--- src/rtl/core_types_pkg.sv ---
// Core-side types: instruction cache geometry, frame layout and fill FSM states.
package core_types_pkg;

  localparam int ICACHE_NUM_SETS    = 16;
  localparam int ICACHE_IDX_W       = $clog2(ICACHE_NUM_SETS);
  localparam int ICACHE_BLOCK_WORDS = 2;
  localparam int ICACHE_TAG_W       = 32 - 3 - ICACHE_IDX_W;

  typedef logic [ICACHE_TAG_W-1:0] icache_tag_t;
  typedef logic [ICACHE_IDX_W-1:0] icache_idx_t;

  typedef struct packed {
    logic                                valid;
    icache_tag_t                         tag;
    logic [ICACHE_BLOCK_WORDS-1:0][31:0] data;
  } icache_frame_t;

  typedef enum logic [1:0] {
    IDLE  = 2'd0,
    FILL0 = 2'd1,
    FILL1 = 2'd2
  } icache_state_t;

endpackage

--- src/rtl/mem_types_pkg.sv ---
// Memory-system types shared by the caches and the RAM arbiter.
package mem_types_pkg;

  typedef enum logic [1:0] {
    FREE   = 2'd0,
    BUSY   = 2'd1,
    ACCESS = 2'd2,
    ERROR  = 2'd3
  } ramstate_t;

endpackage

--- src/rtl/icache_frames.sv ---
// Direct-mapped frame array: one combinational read port, one synchronous write port.
// Valid bits clear on reset or clear-all (clear beats a same-cycle write); tag/data are never reset.
module icache_frames
  import core_types_pkg::*;
(
  input  logic          CLK,
  input  logic          nRST,
  input  logic          clear,
  input  icache_idx_t   rd_idx,
  output icache_frame_t rd_frame,
  input  logic          wr_en,
  input  icache_idx_t   wr_idx,
  input  icache_frame_t wr_frame
);

  logic [ICACHE_NUM_SETS-1:0]          valid;
  icache_tag_t                         tags [ICACHE_NUM_SETS];
  logic [ICACHE_BLOCK_WORDS-1:0][31:0] data [ICACHE_NUM_SETS];

  always_ff @(posedge CLK) begin
    if (nRST || clear) begin
      valid <= '0;
    end else if (wr_en) begin
      valid[wr_idx] <= wr_frame.valid;
    end
  end

  always_ff @(posedge CLK) begin
    if (wr_en) begin
      tags[wr_idx] <= wr_frame.tag;
      data[wr_idx] <= wr_frame.data;
    end
  end

  always_comb begin
    rd_frame       = '0;
    rd_frame.valid = valid[rd_idx];
    rd_frame.tag   = tags[rd_idx];
    rd_frame.data  = data[rd_idx];
  end

endmodule

--- src/rtl/icache_dm.sv ---
// Direct-mapped read-only i$: hits return in the request cycle, misses fill a 2-word block (2 RAM accesses + 1 cycle).
// Fills stall until mem_state==ACCESS with mem_REN held; ICACHE_STATS_EN adds saturating hit/miss counters.
module icache_dm
  import core_types_pkg::*;
  import mem_types_pkg::*;
(
  input  logic        CLK,
  input  logic        nRST,
  input  logic        icache_REN,
  input  logic [31:0] icache_addr,
  output logic        icache_hit,
  output logic [31:0] icache_load,
  input  logic        flush,
  output logic        mem_REN,
  output logic [31:0] mem_addr,
  input  ramstate_t   mem_state,
  input  logic [31:0] mem_load
`ifdef ICACHE_STATS_EN
  ,
  output logic [31:0] stat_hits,
  output logic [31:0] stat_misses
`endif
);

  icache_state_t state;
  icache_tag_t   req_tag, miss_tag;
  icache_idx_t   req_idx, miss_idx;
  logic [31:0]   fill_word0;
  icache_frame_t rd_frame, wr_frame;
  logic          tag_match, lookup, miss, wr_en;
  logic          unused_byte_off;

  assign req_tag         = icache_addr[31:3+ICACHE_IDX_W];
  assign req_idx         = icache_addr[2+ICACHE_IDX_W:3];
  assign unused_byte_off = ^icache_addr[1:0];

  assign tag_match   = rd_frame.valid && (rd_frame.tag == req_tag);
  // Lookups only happen in IDLE; reset and flush both mask the hit.
  assign lookup      = !nRST && !flush && (state == IDLE) && icache_REN;
  assign icache_hit  = lookup && tag_match;
  assign miss        = lookup && !tag_match;
  assign icache_load = icache_hit ? rd_frame.data[icache_addr[2]] : 32'd0;

  assign mem_REN  = !nRST && ((state == FILL0) || (state == FILL1));
  assign mem_addr = mem_REN ? {miss_tag, miss_idx, (state == FILL1), 2'b00} : 32'd0;

  assign wr_en = !nRST && !flush && (state == FILL1) && (mem_state == ACCESS);

  always_comb begin
    wr_frame         = '0;
    wr_frame.valid   = 1'b1;
    wr_frame.tag     = miss_tag;
    wr_frame.data[0] = fill_word0;
    wr_frame.data[1] = mem_load;
  end

  always_ff @(posedge CLK) begin
    if (nRST || flush) begin
      state <= IDLE;
    end else begin
      case (state)
        IDLE:    if (miss) state <= FILL0;
        FILL0:   if (mem_state == ACCESS) state <= FILL1;
        FILL1:   if (mem_state == ACCESS) state <= IDLE;
        default: state <= IDLE;
      endcase
    end
  end

  // Miss address and first fill word carry no reset; they are only read in FILL states.
  always_ff @(posedge CLK) begin
    if (miss) begin
      miss_tag <= req_tag;
      miss_idx <= req_idx;
    end
    if ((state == FILL0) && (mem_state == ACCESS)) begin
      fill_word0 <= mem_load;
    end
  end

  icache_frames u_frames (
    .CLK      (CLK),
    .nRST     (nRST),
    .clear    (flush),
    .rd_idx   (req_idx),
    .rd_frame (rd_frame),
    .wr_en    (wr_en),
    .wr_idx   (miss_idx),
    .wr_frame (wr_frame)
  );

`ifdef ICACHE_STATS_EN
  always_ff @(posedge CLK) begin
    if (nRST) begin
      stat_hits   <= 32'd0;
      stat_misses <= 32'd0;
    end else begin
      if (icache_hit && (stat_hits != 32'hFFFF_FFFF)) stat_hits <= stat_hits + 32'd1;
      if (miss && (stat_misses != 32'hFFFF_FFFF)) stat_misses <= stat_misses + 32'd1;
    end
  end
`endif

endmodule

--- config.mk ---
export PLATFORM = sky130hd
export DESIGN_NAME = icache_dm
export DESIGN_NICKNAME = d
export VERILOG_FILES = /design/src/rtl/core_types_pkg.sv /design/src/rtl/mem_types_pkg.sv /design/src/rtl/icache_frames.sv /design/src/rtl/icache_dm.sv
export SDC_FILE = /design/constraint.sdc
export NUM_CORES = 2
export LEC_CHECK = 0
export ABC_CLOCK_PERIOD_IN_PS = 10700
export CAP_MARGIN = 20
export CELL_PAD_IN_SITES_DETAIL_PLACEMENT = 1
export CELL_PAD_IN_SITES_GLOBAL_PLACEMENT = 1
export CORE_MARGIN = 2
export CORE_UTILIZATION = 50
export CTS_CLUSTER_SIZE = 20
export DETAILED_ROUTE_END_ITERATION = 10
export GPL_TIMING_DRIVEN = 0
export PLACE_DENSITY = 0.78
export REMOVE_ABC_BUFFERS = 1
export SLEW_MARGIN = 20
export SYNTH_ARGS = -nofsm -noshare
export SYNTH_HDL_FRONTEND = slang
export SYNTH_SLANG_ARGS = --single-unit
--- constraint.sdc ---
create_clock -name CLK -period 10.7 [get_ports CLK]
set_input_delay 2.675 -clock CLK [delete_from_list [all_inputs] [get_ports CLK]]
set_output_delay 2.675 -clock CLK [all_outputs]
set_load 0.05 [all_outputs]
### Word level (Yosys, flattened, before mapping)

Memory sizes are Yosys's and may differ from the RTL's.
Cells that the tools add are included.

* flip-flop bits (word level): 79
* memories kept: 2
* bits in writable memories: 1424

Memories
* u_frames.data: words 16, bits a word 64, read ports 1, clocked after Yosys merged registers in 0, wr ports 1, RTL line icache_frames.sv:18 `logic [ICACHE_BLOCK_WORDS-1:0][31:0] data [ICACHE_NUM_SETS];`
* u_frames.tags: words 16, bits a word 25, read ports 1, clocked after Yosys merged registers in 0, wr ports 1, RTL line icache_frames.sv:17 `icache_tag_t tags [ICACHE_NUM_SETS];`

* reduce and logical (&&, ||, !) cells: 18
* eq/ne operators: 7
* bitwise gates (word level): 1
* multiplexer cells: 14
* $lt $le $gt $ge: 4

Operators by type and width (number)
* 32-bit 2-to-1 mux: 4
* 25-bit equality test: 1
* 16-bit OR: 1
* 1-bit logical AND: 11
* 4-bit by 5-bit < comparator with 1-bit output, second input constant: 2
* 2-bit 2-to-1 mux: 3
* 2-bit one-hot mux with 3 select lines: 1
* 1-bit binary-select mux with 4-bit select: 1
* 1-bit demux with 4-bit select: 1
* 2-bit equality test, second input constant: 2
* 4-bit by 1-bit >= comparator with 1-bit output, second input constant: 1
* 1-bit 2-to-1 mux: 4
* 2-bit by 1-bit inequality test with 1-bit output, second input constant: 2
* 1-bit logical NOT: 3
* 3-bit AND reduction: 1
* 2-bit by 1-bit equality test with 1-bit output, second input constant: 1
* 2-bit logical NOT: 1
* 1-bit logical OR: 2
* 1-bit by 2-bit < comparator with 1-bit output, second input constant: 1
* 2-bit inequality test, second input constant: 1

### Logic depth before layout (Yosys ltp)

* word-level depth: 7
* depth in mapped cells: 13
* gate-level depth less buffers: 8

### Modules after synthesis

From an unflattened synthesis, not the netlist that was laid out.

* cell total of the unflattened synthesis: 2512
* area total of the unflattened synthesis: 57212.4 µm²

Modules (own cells, without submodules)
* icache_frames: instances 1, seq. area each 43081.3 µm², area each 53919.2 µm², cells each 2281
* icache_dm: instances 1, seq. area each 1871.8 µm², area each 3293.2 µm², cells each 231

### Worst setup path before layout

No wires, ideal clock.

* path kind: input -> register
* start: in mem_state[1]
* end: mem u_frames.data[0][0] in the netlist's numbering (enable)
* cell stages on the path: 4
* buffers on the path: 0
* path slack: 0.592 ns
* data arrival time: 9.460 ns
* required time: 10.052 ns
* path through: nor2b_1 -> nand3_1 -> or3_1 -> nor3_1

* longest elaborated chain between the ends: 4

Ends and longest elaborated chain
* start: declaration: RTL line icache_dm.sv:16 `input ramstate_t mem_state,`
* 2-bit equality test: RTL line icache_dm.sv:47 `assign wr_en = !nRST && !flush && (state == FILL1) && (mem_state == ACCESS);`
* 1-bit logical AND: RTL line icache_dm.sv:47
* 1-bit 2-to-1 mux: RTL line icache_frames.sv:29 `if (wr_en) begin`
* 1-bit 2-to-1 mux (implied by the code): RTL line icache_frames.sv:31 `data[wr_idx] <= wr_frame.data;`
* end: declaration: RTL line icache_frames.sv:18

No other way between the ends.

### Worst setup path after layout

* start: in icache_addr[4]
* end: out icache_load[23]

* longest elaborated chain between the ends: 5
* elaborated cells on any way between the ends: 10
* those cells by class: 1 x eq/ne; 5 x mux; 2 x reduce/logical; 2 x memory

Ends and longest elaborated chain
* start: declaration: RTL line icache_dm.sv:10 `input logic [31:0] icache_addr,`
* memory 16 x 25 bit or 1-bit binary-select mux with 4-bit select (tied branches)
* 25-bit equality test or 1-bit 2-to-1 mux (tied branches): RTL line icache_dm.sv:37, icache_frames.sv:37
* 1-bit logical AND: RTL line icache_dm.sv:37 `assign tag_match = rd_frame.valid && (rd_frame.tag == req_tag);`
* 1-bit logical AND: RTL line icache_dm.sv:40 `assign icache_hit = lookup && tag_match;`
* 32-bit 2-to-1 mux *: RTL line icache_dm.sv:42 `assign icache_load = icache_hit ? rd_frame.data[icache_addr[2]] : 32'd0;`
* end: declaration: RTL line icache_dm.sv:12 `output logic [31:0] icache_load,`

Mark *: on every way between the ends. The rest lies on a longest branch, timed or not. The select of a mux whose other input is x is not followed.

==> flow_summary.json <==
{
  "synth.avg_cell_area_um2": 23.70,
  "cp.required_ns": 8.03,
  "gp_congestion": 0.7217,
  "synth_seq_area_share": 0.7804,
  "synth_seq_cells": 1503,
  "r2r_start": "u_frames.tags[0][23]$_DFFE_PP_",
  "skew_ns": 0.02039,
  "antenna_found_initial": 8,
  "fp.coreArea_um2": 114300,
  "seq_power_share": 0.540,
  "start_kind": "primary input",
  "switching_share": 0.2054,
  "power.total_w": 0.01194,
  "htreeDepth": 4,
  "critical_path_class": "primary input to output pin",
  "cts_tree": "built",
  "ant_nets": 0,
  "cellLeakagePower_nw": 21.30,
  "clock_latency_ns": 0.75,
  "setup_viol_count_final": 0,
  "placed_area_um2": 62900,
  "min_from": "u_frames.valid[7]$_SDFFE_PP0P_",
  "cpPeakStageDelay_ns": 0.84,
  "vias_per_cell": 6.380,
  "final_common_cell": "edfxtp_1",
  "drive_above_1_share": 0.2894,
  "hold_path.class": "register to register",
  "async_reset_ff_frac": 0,
  "cts.clk_slew.worst_paths_ns": 0.06,
  "intPower_w": 0.009487,
  "pwr-share-clk": 0.420,
  "switchingPower_w": 0.002452,
  "grt_max_degree": 77,
  "n_fill_cell": 9241,
  "slowest_stage": "clkdlybuf4s50_1",
  "stdcell_area_um2": 67560,
  "synth_top_flop_cell": "edfxtp_1",
  "slew_violations": 0,
  "powerDensity_nw_per_um2": 176.7,
  "layout.nets": 2818,
  "cp-end-kind": "output pin",
  "worst_slew_pin_slew_ns": 0.9567,
  "die_area_um2": 117900,
  "rows": 124,
  "drt_wl_total_um": 146400,
  "start_util": 0.5038,
  "grt_use_total": 0.2541,
  "clockBufferDepth": 3,
  "cp_common_cell": "buf_16",
  "cts-buffers-inserted": 150,
  "final_cell_mix": "edfxtp_1, mux4_2, clkbuf_16",
  "die_y_um": 343.4,
  "clock_sinks": 1503,
  "hold_viol_final": 0,
  "fin_crit_ns": 10.44,
  "cp.arrival_ns": 7.77,
  "syn_inst": 2430,
  "holdWs_ns": 0.4751,
  "cap_violations": 0,
  "rsz0062_at_grt": "no",
  "drtIter0Drc": 3136,
  "netlist_area_um2": 57600,
  "root_buffer": "clkbuf_16",
  "grt_pass1_vias": 29710,
  "synthToLayoutAreaGrowth_pct": 17.28,
  "ioPinCount": 136,
  "synth_cell_types": 59,
  "drc": 0,
  "io_buffers": 131,
  "path_cells": "buf_12, buf_16, buf_16, mux4_2, mux2i_1, xor2_1, nand4_1, o32a_1, nor4_4, nand4_4, buf_16, buf_12, a21oi_2, clkdlybuf4s50_1",
  "finalSetupTns_ns": 0,
  "avgRoutedWirePerCell_um": 33.42,
  "pwr-share-comb": 0.040,
  "drtPass1Iterations": 7,
  "fmax_ghz": 0.09576,
  "grt_overflow": 0,
  "critPathMaxFanout": 76,
  "synth_edf_count": 1485,
  "die_w_um": 343.4,
  "yosysWarnings": 0,
  "worstSetupStartpoint": "icache_addr[4]",
  "place_hpwl_um": 87870,
  "max_slew_margin": 0.3615,
  "period_share": 0.9760,
  "status": "completed",
  "irDropWorstVdd_uv": 159.6,
  "num_vias": 27940,
  "grt_pass1_wl_um": 213500
}
==> cell usage after synthesis, drive strengths merged, types with 2 or more instances <==
cell,count,area share
edfxtp,1485,0.77
mux4,414,0.16
buf,85,0.0089
nand2,74,0.0048
mux2i,55,0.0096
clkbuf,38,0.0025
a21oi,36,0.0050
and2,34,0.0037
nor2,26,0.0017
xnor2,24,0.0036
dfxtp,18,0.0063
o21ai,17,0.0015
o21a,16,0.0021
xor2,13,0.0020
a22oi,9,0.0012
inv,9,0.00059
nor2b,8,0.00087
nand3,7,0.00061
a221oi,6,0.0011
nand4,5,0.00080
nor3,5,0.00052
nand2b,4,0.00043
nand3b,4,0.00052
ha,3,0.00065
nor4,3,0.00070
o211ai,3,0.00039
o22ai,3,0.00033
or3,3,0.00033
and3,2,0.00022
o21bai,2,0.00026
o31a,2,0.00030
==> layout make-up <==
| type | instances | area (um2) | area share |
|---|---|---|---|
| Sequential cell | 1503 | 44950 | 0.6654 |
| Multi-Input combinational cell | 796 | 12100 | 0.1791 |
| Clock buffer | 187 | 3978 | 0.05888 |
| Timing Repair Buffer | 285 | 3948 | 0.05843 |
| Tap cell | 1512 | 1892 | 0.02800 |
| Clock inverter | 85 | 646.9 | 0.009575 |
| Inverter | 9 | 38.79 | 0.0005741 |
| Antenna cell | 2 | 5.005 | 0.00007408 |
==> registers in the layout, indices dropped and copies added, names as in the netlist <==
signal	count
fill_word0	32
miss_idx	4
miss_tag	25
state	2
u_frames.data	1024
u_frames.tags	400
u_frames.valid	16
==> worst max-delay path: cells and delay by family <==
family / cells / cell delay (ns)
and+or+nand+nor: 3 / 0.83
AOI/OAI and AO/OA: 2 / 0.59
muxes: 2 / 0.76
xor gates and xnor gates: 1 / 0.24
buffers and inverters: 6 / 2.45
==> cell families (layout without fill, tap and decap cells) <==
| kind of cell | count (synthesis) | in the layout | share of synthesized area |
|---|---|---|---|
| AND/OR/NAND/NOR | 178 | 178 | 0.01566 |
| multiplexers | 470 | 470 | 0.1716 |
| adder cells (fa/ha/maj) | 3 | 3 | 0.0006517 |
| XOR/XNOR | 37 | 37 | 0.005626 |
| flip-flops | 1503 | 1503 | 0.7804 |
| AO/OA/AOI/OAI | 106 | 106 | 0.01405 |
| other | 1 | 4 | 0.00006510 |
| buffers and inverters | 132 | 566 | 0.01193 |
==> through the flow <==
step | instances | setup WS [ns] | utilization
2_1_floorplan | 2308 | 0.01330 | -
6_report | 4379 | 0.2568 | 0.5908
3_3_place_gp | 3951 | -21.03 | 0.5261
4_1_cts | 4377 | 0.03804 | 0.5906
5_1_grt | 4378 | 0.08148 | 0.5908
3_5_place_dp | 4104 | -0.8232 | 0.5501
==> worst paths after layout <==
path / to / slack (ns) / depth (start not counted)
max: icache_load[23] / 0.26 / 14
min: u_frames.valid[7]$_SDFFE_PP0P_ / 0.48 / 1
max reg2reg: miss_tag[11]$_DFFE_PP_ / 7.09 / 9
min reg2reg: u_frames.valid[7]$_SDFFE_PP0P_ / 0.48 / 1
==> power groups by stage <==
stage,registers (W),logic [W],clock network [W]
global route,0.00645,0.000506,0.00528
floorplan,0.00657,0.000239,0
global placement,0.00657,0.000790,0
finish,0.00645,0.000477,0.00501
CTS,0.00645,0.000480,0.00510
detailed placement,0.00657,0.000472,0
==> layer usage <==
layer	track usage	up-vias	wire length (um)
li1	-	10970	-
met1	0.3567	15260	58370
met2	0.4155	1447	73470
met3	0.04482	254	10860
met4	0.07260	10	3588
met5	0	-	66
==> timing repair <==
item / in CTS / in global routing
pin swaps: 1 / 0
buffers inserted: 1 / 0
resized for setup: 4 / 8
hold buffers: 0 / 0
endpoints found under the setup margin: 33 / 14
Power figures use the tool's default switching activity.
==> RTL edit 1, RTL diff (same flow settings) <==
Add a define of `ICACHE_STATS_EN`.
--- a/src/rtl/icache_dm.sv
+++ b/src/rtl/icache_dm.sv
@@ -1,5 +1,7 @@
 // Direct-mapped read-only i$: hits return in the request cycle, misses fill a 2-word block (2 RAM accesses + 1 cycle).
 // Fills stall until mem_state==ACCESS with mem_REN held; ICACHE_STATS_EN adds saturating hit/miss counters.
+`define ICACHE_STATS_EN
+
 module icache_dm
   import core_types_pkg::*;
   import mem_types_pkg::*;
Check against the original RTL (old outputs only; new: stat_hits and stat_misses): no difference found for any inputs over 4 cycles, from zero or initial values and one cycle with nRST high; that may be too few to reach the edited logic, so the function may still have changed.
==> RTL edit 1 against the unedited design <==
Wire length up 10%; maximum frequency is 0.40% higher; die area increased by 6.1%; worst setup slack improved by 42 ps; sequential cell count up 64; synthesized area rose by 6.1%; synthesized cell count is 19% higher; count of clock-buffer cells in the layout increased by 4; combinational power up 8.2%; clock skew increased by 23 ps; sequential power is 3.7% higher; cell area grew 6.8%; total power grew 4.2%; non-clock buffer count up 67; largest power group unchanged; highest routed layer unchanged.
==> RTL edit 1: results (changes against the unedited design) <==
{
  "regToRegStartpoint": "u_frames.tags[0][19]",
  "placementRows": {"value": 128, "change": "+3.2%"},
  "synth_xor_xnor_area_share": {"value": 0.00442, "change": "-0.00120"},
  "hpwl": {"value": 99.2, "unit": "mm", "change": "+13%"},
  "cts.repair.resized": {"value": 39, "change": "+35"},
  "worst_pin_slew": {"value": 1030, "unit": "ps", "change": "+73.5 ps"},
  "met2_length": {"value": 80.5, "unit": "mm", "change": "+9.6%"},
  "reg2reg_end": "stat_hits[16]",
  "buffers_excl_clock": {"value": 352, "change": "+24%"},
  "num-clock-buffers": {"value": 191, "change": "+2.1%"},
  "combinational_gate_power": {"value": 0.516, "unit": "mW", "change": "+8.2%"},
  "timing.hold.worst_endpoint": "u_frames.valid[9]",
  "vias_in_the_first_global_route": {"value": 33600, "change": "+13%"},
  "filler_cell_count": {"value": 10100, "change": "+9.2%"},
  "ys_seq_area_frac": {"value": 0.756, "change": "-0.0241"},
  "post_place_instance_area": {"value": 0.0672, "unit": "mm2", "change": "+6.9%"},
  "signal_buffer_area_fraction": {"value": 0.0660, "change": "+0.00754"},
  "area_contributors_post_synth": "sky130_fd_sc_hd__edfxtp_1 (73%), sky130_fd_sc_hd__mux4_2 (15%), sky130_fd_sc_hd__dfxtp_1 (2.7%)",
  "dp_slack": {"value": -656, "unit": "ps", "change": "+168 ps"},
  "cp_slowest_stage_delay": {"value": 560, "unit": "ps", "change": "-280 ps"},
  "tritoncts.num_buffers": {"value": 157, "change": "+4.7%"},
  "layout.clock.cell_area_share": {"value": 0.0669, "change": "-0.00151"},
  "regToRegSetupSlack": {"value": 6510, "unit": "ps", "change": "-580 ps"},
  "cp_slowest_cell": "sky130_fd_sc_hd__mux4_2",
  "met3_length": {"value": 11.7, "unit": "mm", "change": "+8.2%"},
  "finalWirelength": {"value": 162, "unit": "mm", "change": "+10%"},
  "gp_routability_congestion": {"value": 0.760, "change": "+5.3%"},
  "final-seq-area": {"value": 0.0462, "unit": "mm2", "change": "+2.9%"},
  "n_antenna_cell": {"value": 3, "change": "+1"},
  "dr.pass1.iters": {"value": 5, "change": "-2"},
  "grt_start_max_net_pins": {"value": 85, "change": "+10%"},
  "number_of_input_and_output_port_buffers_inserted": {"value": 195, "change": "+49%"},
  "static-leakage-power": {"value": 23.0, "unit": "nW", "change": "+7.8%"},
  "synth.area.mux_share": {"value": 0.170, "change": "-0.00119"},
  "ys_types": {"value": 74, "change": "+25%"},
  "critPathArrivalTime": {"value": 7730, "unit": "ps", "change": "-40 ps"},
  "outcome": "finished clean",
  "design.final.nets": {"value": 3328, "change": "+18%"},
  "reg_top3": "u_frames.data (1024), u_frames.tags (400)",
  "min_period_over_period": {"value": 0.972, "change": "-0.00392"}
}
-- RTL edit 1: critical path: cells and delay by family --
| kind | cells | cell delay [ps] |
|---|---|---|
| AO/OA/AOI/OAI | 1 | 330 |
| buffers and inverters | 5 | 1940 |
| AND/OR/NAND/NOR | 4 | 1210 |
| multiplexers | 3 | 890 |
| XOR/XNOR | 1 | 500 |
-- RTL edit 1: layer usage --
| layer | vias up | global-route usage |
|---|---|---|
| met1 | 16900 | 0.364 |
| met3 | 310 | 0.0416 |
| met2 | 1670 | 0.427 |
| li1 | 12800 | - |
| met5 | - | 0 |
| met4 | 8 | 0.0820 |
-- RTL edit 1: cell families (layout without fill, tap and decap cells) --
logic type | count (synthesis) | in the layout
and+or+nand+nor | 439 | 439
DFF | 1567 | 1567
AOI/OAI and AO/OA | 153 | 153
xor gates and xnor gates | 30 | 30
buffers and inverters | 178 | 658
muxes | 523 | 523
other | 1 | 5
adders and majority gates | 5 | 5
==> RTL edit 2, RTL diff (same settings) <==
Made on the original files. Put a register stage on the outputs `icache_load` and `mem_addr`. The values now appear one clock later. The other outputs are not delayed to match.
--- a/src/rtl/icache_dm.sv
+++ b/src/rtl/icache_dm.sv
@@ -39,10 +39,12 @@
   assign lookup      = !nRST && !flush && (state == IDLE) && icache_REN;
   assign icache_hit  = lookup && tag_match;
   assign miss        = lookup && !tag_match;
-  assign icache_load = icache_hit ? rd_frame.data[icache_addr[2]] : 32'd0;
 
   assign mem_REN  = !nRST && ((state == FILL0) || (state == FILL1));
-  assign mem_addr = mem_REN ? {miss_tag, miss_idx, (state == FILL1), 2'b00} : 32'd0;
+  always_ff @(posedge CLK) begin
+    icache_load <= icache_hit ? rd_frame.data[icache_addr[2]] : 32'd0;
+    mem_addr    <= mem_REN ? {miss_tag, miss_idx, (state == FILL1), 2'b00} : 32'd0;
+  end
 
   assign wr_en = !nRST && !flush && (state == FILL1) && (mem_state == ACCESS);
 
Check against the original RTL: not equivalent (a bounded check fails within 4 cycles, from zero or initial values).
==> RTL edit 2 against the unedited design <==
Sequential power up 3.7%; sequential cell count increased by 62; synthesized cell count grew 3.0%; register-to-register slack got worse by 320 ps; clock skew grew 9.4 ps; die area up 2.0%; cell area grew 2.8%; global-route usage increased by 0.15 points; synthesized area up 2.0%; wire length rose by 3.9%; total power grew 6.4%; critical path type unchanged; hold slack improved by 5.6 ps; worst setup slack lost 34 ps.
==> RTL edit 2: results (changes against the unedited design) <==
{
  "finished_layout_cells": {"value": 4484, "change": "+2.4%"},
  "synth.area.mux_share": {"value": 0.169, "change": "-0.00256"},
  "area_contributors_post_synth": "sky130_fd_sc_hd__edfxtp_1 (76%), sky130_fd_sc_hd__mux4_2 (16%), sky130_fd_sc_hd__dfxtp_1 (2.7%)",
  "yosys.area_share.adder": {"value": 0.000639, "change": "-0.0000131"},
  "timing.critical_path.fanout_max": {"value": 61, "change": "-20%"},
  "crit_start": "icache_addr[3]",
  "antenna_found_initial": {"value": 6, "change": "-2"},
  "hpwl": {"value": 89.8, "unit": "mm", "change": "+2.2%"},
  "vdd_ir_drop_max": {"value": 0.166, "unit": "mV", "change": "+4.1%"},
  "p_per_area": {"value": 183, "unit": "mW/mm2", "change": "+3.4%"},
  "track_usage": {"value": 0.256, "change": "+0.00154"},
  "internal-power": {"value": 10.1, "unit": "mW", "change": "+6.6%"},
  "design.final.nets": {"value": 2897, "change": "+2.8%"},
  "worst_rel_slew_slack": {"value": 0.356, "change": "-0.00581"},
  "dp_slack": {"value": 292, "unit": "ps", "change": "+1110 ps"},
  "combinational_gate_power": {"value": 0.492, "unit": "mW", "change": "+3%"},
  "multi_input_comb_area": {"value": 0.0121, "unit": "mm2", "change": "+0.12%"},
  "filler_cell_count": {"value": 9420, "change": "+1.9%"},
  "wl_per_cell": {"value": 33.9, "unit": "um", "change": "+1.5%"},
  "gp_routability_congestion": {"value": 0.751, "change": "+4.1%"},
  "worstHoldStart": "u_frames.valid[4]",
  "crit_path_end": "icache_hit",
  "layout_min_cycle_time": {"value": 10480, "unit": "ps", "change": "+34.1 ps"},
  "synthTopCellsByCount": "sky130_fd_sc_hd__edfxtp_1 (1485), sky130_fd_sc_hd__mux4_2 (412), sky130_fd_sc_hd__dfxtp_1 (80)",
  "syn-mean-instance-area": {"value": 23.5, "unit": "um2", "change": "-0.97%"},
  "dr_vias": {"value": 28400, "change": "+1.7%"},
  "synth_xor_xnor_area_share": {"value": 0.00462, "change": "-0.00101"},
  "seq_power_share": {"value": 0.527, "change": "-0.013"},
  "static-leakage-power": {"value": 22.0, "unit": "nW", "change": "+3.4%"},
  "drtIter0Drc": {"value": 3110, "change": "-0.83%"},
  "grt_first_pass_wirelength": {"value": 220, "unit": "mm", "change": "+2.8%"},
  "vias_in_the_first_global_route": {"value": 30500, "change": "+2.7%"},
  "cts_setup_buffers": {"value": 0, "change": "-1"},
  "reg2reg_end": "icache_load[23]",
  "post_place_instance_area": {"value": 0.0643, "unit": "mm2", "change": "+2.3%"},
  "regToRegStartpoint": "u_frames.tags[4][9]",
  "layout-drive-gt1-share": {"value": 0.288, "change": "-0.00132"},
  "cts.repair.resized": {"value": 0, "change": "-4"},
  "timing.hold.worst_endpoint": "u_frames.valid[4]",
  "outcome": "finished clean"
}
RTL edit 2: changes by cell type after synthesis, moves of 9 or more:
cell / change
sky130_fd_sc_hd__dfxtp_1: +62
sky130_fd_sc_hd__buf_2: -35
sky130_fd_sc_hd__buf_1: +22
sky130_fd_sc_hd__clkbuf_1: +21
sky130_fd_sc_hd__o21ai_0: -14
sky130_fd_sc_hd__xnor2_1: -12
sky130_fd_sc_hd__buf_6: -9
RTL edit 2: worst max-delay path, stage by stage:
cell and delay (ps):
sky130_fd_sc_hd__buf_8 460, sky130_fd_sc_hd__buf_16 410, sky130_fd_sc_hd__mux4_2 580, sky130_fd_sc_hd__mux4_2 500, sky130_fd_sc_hd__xnor2_1 190, sky130_fd_sc_hd__o211ai_1 310, sky130_fd_sc_hd__a211o_1 410, sky130_fd_sc_hd__or4b_4 830
sky130_fd_sc_hd__buf_16 320, sky130_fd_sc_hd__inv_2 80, sky130_fd_sc_hd__clkdlybuf4s50_1 790
RTL edit 2: layer usage:
| layer | global-route usage | part of all wire | vias to the layer above |
|---|---|---|---|
| met5 | 0 | 0.00028 | - |
| met4 | 0.0995 | 0.037 | 6 |
| met3 | 0.0456 | 0.069 | 351 |
| met2 | 0.428 | 0.51 | 1474 |
| met1 | 0.336 | 0.39 | 15300 |
| li1 | - | - | 11200 |
RTL edit 2: layout make-up:
class	count	share of cell area
clock inverter	63	0.00956
antenna	2	0.0000720
timing repair buffer	285	0.0585
multi-input combinational	804	0.174
inverter	11	0.000702
sequential	1565	0.665
tap	1524	0.0274
clock buffer	230	0.0644
